`config.mk`:
```
export PLATFORM = sky130hd
export DESIGN_NAME = activation_layer_1
export DESIGN_NICKNAME = d
export VERILOG_FILES = /design/src/rtl/activation_layer_1.sv
export SDC_FILE = /design/constraint.sdc
export NUM_CORES = 2
export LEC_CHECK = 0
export ABC_AREA = 1
export CAP_MARGIN = 20
export CORE_AREA = 2 2 500 502
export DETAILED_ROUTE_END_ITERATION = 8
export DIE_AREA = 0 0 502 504
export DONT_BUFFER_PORTS = 1
export PLACE_DENSITY_LB_ADDON = 0.05
export SLEW_MARGIN = 20
export SYNTH_ARGS = -nofsm -noshare
export SYNTH_HDL_FRONTEND = slang
export SYNTH_SLANG_ARGS = --single-unit
```
`constraint.sdc`:
```
create_clock -name clk -period 43.8 [get_ports clk]
set_input_delay 13.14 -clock clk [delete_from_list [all_inputs] [get_ports clk]]
set_output_delay 13.14 -clock clk [all_outputs]
set_load 0.02 [all_outputs]
```
`src/rtl/activation_layer_1.sv`:
```
// Activation layer 1: ReLU with round-half-up requantisation of a dense_layer_1 result,
// one element per cycle, publishing the whole vector plus a saturation count at once.
module activation_layer_1 #(
   parameter int unsigned VEC_SIZE = 32,
   parameter int unsigned IN_W     = 24,
   parameter int unsigned OUT_W    = 16,
   parameter int unsigned SHIFT    = 8
) (
   input  logic                              clk,
   input  logic                              rst,
   input  logic                              in_valid,
   output logic                              in_ready,
   input  logic [VEC_SIZE*IN_W-1:0]          input_vector,
   output logic                              out_valid,
   output logic [VEC_SIZE*OUT_W-1:0]         output_vector,
   output logic [$clog2(VEC_SIZE+1)-1:0]     sat_count
);

   localparam int unsigned IDX_W = (VEC_SIZE > 1) ? $clog2(VEC_SIZE) : 1;
   localparam int unsigned CNT_W = $clog2(VEC_SIZE + 1);
   localparam logic [IN_W:0] ROUND   = {{IN_W{1'b0}}, 1'b1} << (SHIFT - 1);
   localparam logic [IN_W:0] MAX_POS = {{(IN_W + 2 - OUT_W){1'b0}}, {(OUT_W - 1){1'b1}}};

   typedef enum logic [1:0] {IDLE, PROC, DONE} state_e;

   state_e             state_q, state_d;
   logic [IDX_W-1:0]   idx_q, idx_d;
   logic               last_q, last_d;
   logic [IN_W-1:0]    snap_q [VEC_SIZE];
   logic [OUT_W-1:0]   buf_q  [VEC_SIZE];
   logic [OUT_W-1:0]   out_q  [VEC_SIZE];
   logic [CNT_W-1:0]   cnt_q, sat_q;

   logic               accept, step, finish;
   logic [IN_W-1:0]    x;
   logic [IN_W:0]      sum, y;
   logic [OUT_W-1:0]   res;
   logic               sat;

   // Control. last_q marks that the final element has been written, giving the buffer
   // one settled cycle before it is copied to the outputs.
   always_comb begin
      state_d = state_q;
      idx_d   = idx_q;
      last_d  = last_q;
      accept  = 1'b0;
      step    = 1'b0;
      finish  = 1'b0;
      unique case (state_q)
         IDLE: begin
            if (in_valid) begin
               accept  = 1'b1;
               state_d = PROC;
               idx_d   = '0;
               last_d  = 1'b0;
            end
         end
         PROC: begin
            if (last_q) begin
               finish  = 1'b1;
               state_d = DONE;
            end else begin
               step = 1'b1;
               if (idx_q == IDX_W'(VEC_SIZE - 1)) begin
                  last_d = 1'b1;
               end else begin
                  idx_d = idx_q + 1'b1;
               end
            end
         end
         DONE:    state_d = IDLE;
         default: state_d = IDLE;
      endcase
   end

   // Per-element ReLU, rounding shift and clamp; sum is one bit wider so it cannot overflow.
   always_comb begin
      x   = snap_q[idx_q];
      sum = {1'b0, x} + ROUND;
      y   = sum >> SHIFT;
      res = '0;
      sat = 1'b0;
      if (!x[IN_W-1]) begin
         if (y > MAX_POS) begin
            res = MAX_POS[OUT_W-1:0];
            sat = 1'b1;
         end else begin
            res = y[OUT_W-1:0];
         end
      end
   end

   always_ff @(posedge clk) begin
      if (rst) begin
         state_q <= IDLE;
         idx_q   <= '0;
         last_q  <= 1'b0;
         cnt_q   <= '0;
         sat_q   <= '0;
         for (int unsigned i = 0; i < VEC_SIZE; i++) begin
            snap_q[i] <= '0;
            buf_q[i]  <= '0;
            out_q[i]  <= '0;
         end
      end else begin
         state_q <= state_d;
         idx_q   <= idx_d;
         last_q  <= last_d;
         if (accept) begin
            cnt_q <= '0;
            for (int unsigned i = 0; i < VEC_SIZE; i++) begin
               snap_q[i] <= input_vector[i*IN_W +: IN_W];
            end
         end
         if (step) begin
            buf_q[idx_q] <= res;
            if (sat) cnt_q <= cnt_q + 1'b1;
         end
         if (finish) begin
            out_q <= buf_q;
            sat_q <= cnt_q;
         end
      end
   end

   always_comb begin
      output_vector = '0;
      for (int unsigned i = 0; i < VEC_SIZE; i++) begin
         output_vector[i*OUT_W +: OUT_W] = out_q[i];
      end
   end

   assign in_ready  = (state_q == IDLE);
   assign out_valid = (state_q == DONE);
   assign sat_count = sat_q;

endmodule

```
==> run metrics <==
die footprint 0.253 sq mm; leak pwr between 30 and 40 nW; Distinct cells, synth 33; syn avg cell area 8.10 sq um; Fmax 0.0581 GHz; Async SR Flop Fraction 0%; largest family of logic cells by synthesized area simple AND/OR/NAND/NOR gates; via count slightly above 50k; RSZ-0062 raised after global routing no; Std-Cell Rows ~180; vias per std cell about 4.6; Synth Area in XOR/XNOR less than 1%; GRT Total Usage between 20% and 30%; Total Routed Length 279 mm; Post-Synth Adder-Cell Area less than 1%; I/O Pins ~1.3k; layout cells sized above 1 5.60%; post-synth top area cell dfxtp_1; highest metal used met5; vias in the first global route 49.6k; max-cap viol count 0; Area Growth Syn to Fin 14.4%; Final Setup Violations 0; Core ar. 0.248 sq mm; Layout Nets 8,470; hold crit path type reg -> reg; routed metal-1 wirelength 119 mm; setup_tns 0 ps; # resized after CTS 0; Post-synth EDFFs 544; critical path arrival ~18,000 ps; Max-slew headroom 18.2%; post-cts hold buffer count 0; Die X 502 um; status complete, no violations; top cells by count, synth nand2_1, nor2_1, nand3_1; Crit Path Max Fanout 258; worst r2r dst buf_q[0]$_SDFFE_PP0P_; Syn Nets 8,761; most common cell in the netlist nand2_1; Max IR drop VDD 35.7 uV; fin. max-slew vios 0; worst-case clock buffer depth 3; Fill cells between 20k and 30k; starting density of the core between 20% and 30%; Port Buffers 0; sequential share of the synthesized area 57.7%; Seq cells post-synth 1,593; met3 routed WL 25.9 mm; Met2 Wirelength 127 mm; fraction of synthesized cell area taken by the top area cell type between 30% and 40%; RD Place Congestion 0.781; Final Hold Fails 0; Worst-path clk slew about 50 ps; Clock Skews about 52 ps; Final Power 3.49 mW; CTS Sinks 1,593; initial antenna violation count 107; antenna violation net count after detailed routing 0; CTS tree yes; top cells by area, synth dfxtp_1, edfxtp_1, nand3_1; Worst R2R Path Depth 18; Routed wire per std cell roughly 25 um; Hold Crit Depth 2; WS Path Type in -> reg; post-synthesis mux area share 0%; Worst Hold End buf_q[479]$_SDFFE_PP0P_; total power per unit cell area 47.2 mW/mm^2; mapped cell area roughly 0.065 sq mm; Die Y 504 um; first-pass GRT wire length 390 mm; gr ovfl total 0; crit end category flop; r2r setup slk 37,550 ps; final core utilization 29.9%; CP Data Required Time between 40,000 and 50,000 ps; compound-gate portion of the synthesized area under 10%; pin count of the biggest net entering global routing roughly 1.1k; drt drc 0; crit start category primary input; HPWL after DPL around 180 mm; worst hold start buf_q[479]$_SDFFE_PP0P_; period utilization 39.3%; DRT iter0 DRCs between 3k and 4k; Synth Flop Type dfxtp_1; slew at the pin with the worst max-slew slack roughly 1200 ps; post-synthesis simple-gate area fraction 23.7%; clock period minus worst slack 17,200 ps; Post-Syn Instances 7,983; H-tree Lvls 4; critical path startpoint rst; TritonCTS Buffers 193; worst skew pair latency 850 ps; root buffer cell clkbuf_16; Syn. warnings 0; number of post-CTS setup repair buffers 0; drt pass-1 iters 7
[registers in the layout, summed over array words and instances, names as in the netlist, named ones only]
signal / flops
state_q: 2
last_q: 1
snap_q: 544
cnt_q: 6
buf_q: 512
output_vector: 512
idx_q: 5
sat_count: 6
[layout make-up]
cell class / instances / area, sq um / area share, %
diodes: 39 / 97.6 / 0.132
clock buffers: 290 / 5620 / 7.60
clock inverters: 51 / 616 / 0.832
inverters: 969 / 3670 / 4.97
multi-input cells: 4836 / 21500 / 29.1
flip-flops and latches: 1593 / 37400 / 50.5
well taps: 3330 / 4170 / 5.63
repair buffers: 99 / 937 / 1.27
[worst max-delay path, cell delays in order]
cell	delay, ps
buf_16	700
nor2_1	390
inv_8	550
buf_4	730
buf_4	820
buf_4	820
[kinds of logic after synthesis]
kind of cell,after synthesis
AO/OA/AOI/OAI,1127
XOR/XNOR,6
adder cells (fa/ha/maj),7
buffers and inverters,1554
flip-flops,1593
AND/OR/NAND/NOR,3696
[worst max-delay path by stage]
stage	endpoint	slack [ps]	cells past startpoint
3_3_place_gp	snap_q[10][10]$_SDFFCE_PN0P_	26420	7
5_1_grt	snap_q[6][10]$_SDFFCE_PN0P_	26260	6
2_1_floorplan	flop	18370	5
6_report	snap_q[31][19]$_SDFFCE_PP0P_	26600	6
4_1_cts	snap_q[21][19]$_SDFFCE_PP0P_	27310	7
3_5_place_dp	snap_q[21][19]$_SDFFCE_PP0P_	26300	5
[routing by layer]
layer | vias up | GRT usage [%]
met4 | 100 | 5.51
met1 | 24750 | 26.9
met2 | 1351 | 33.9
met5 | - | 0
li1 | 25068 | -
met3 | 390 | 8.64
[power by group]
part / internal, mW / total (mW) / switching [mW] / leakage [nW]
Clock: 0.931 / 1.60 / 0.670 / 3.05
Sequential: 1.58 / 1.60 / 0.0159 / 14.3
Combinational: 0.0529 / 0.287 / 0.234 / 13.6
[stage by stage]
stage	cells	setup slack (ps)	hold slack, ps	area, sq um
2_1_floorplan	7983	18370	425	64700
3_3_place_gp	10820	26420	431	67400
3_5_place_dp	10822	26300	435	67500
4_1_cts	11163	27310	444	73700
5_1_grt	11189	26260	458	73900
6_report	11207	26600	442	74000
[placed cells by master, fill, tap and decap left out, types with 39 or more instances in the layout]
| cell type | instances |
|---|---|
| o21ai_0 | 274 |
| diode_2 | 39 |
| nand2_1 | 1378 |
| buf_4 | 87 |
| inv_1 | 959 |
| nor2_1 | 1183 |
| dfxtp_1 | 1043 |
| a21oi_1 | 657 |
| o21ai_1 | 119 |
| nand3_1 | 1075 |
| edfxtp_1 | 544 |
| o211ai_1 | 66 |
| clkbuf_16 | 199 |
| clkbuf_1 | 61 |
Power figures use the tool's default switching activity.
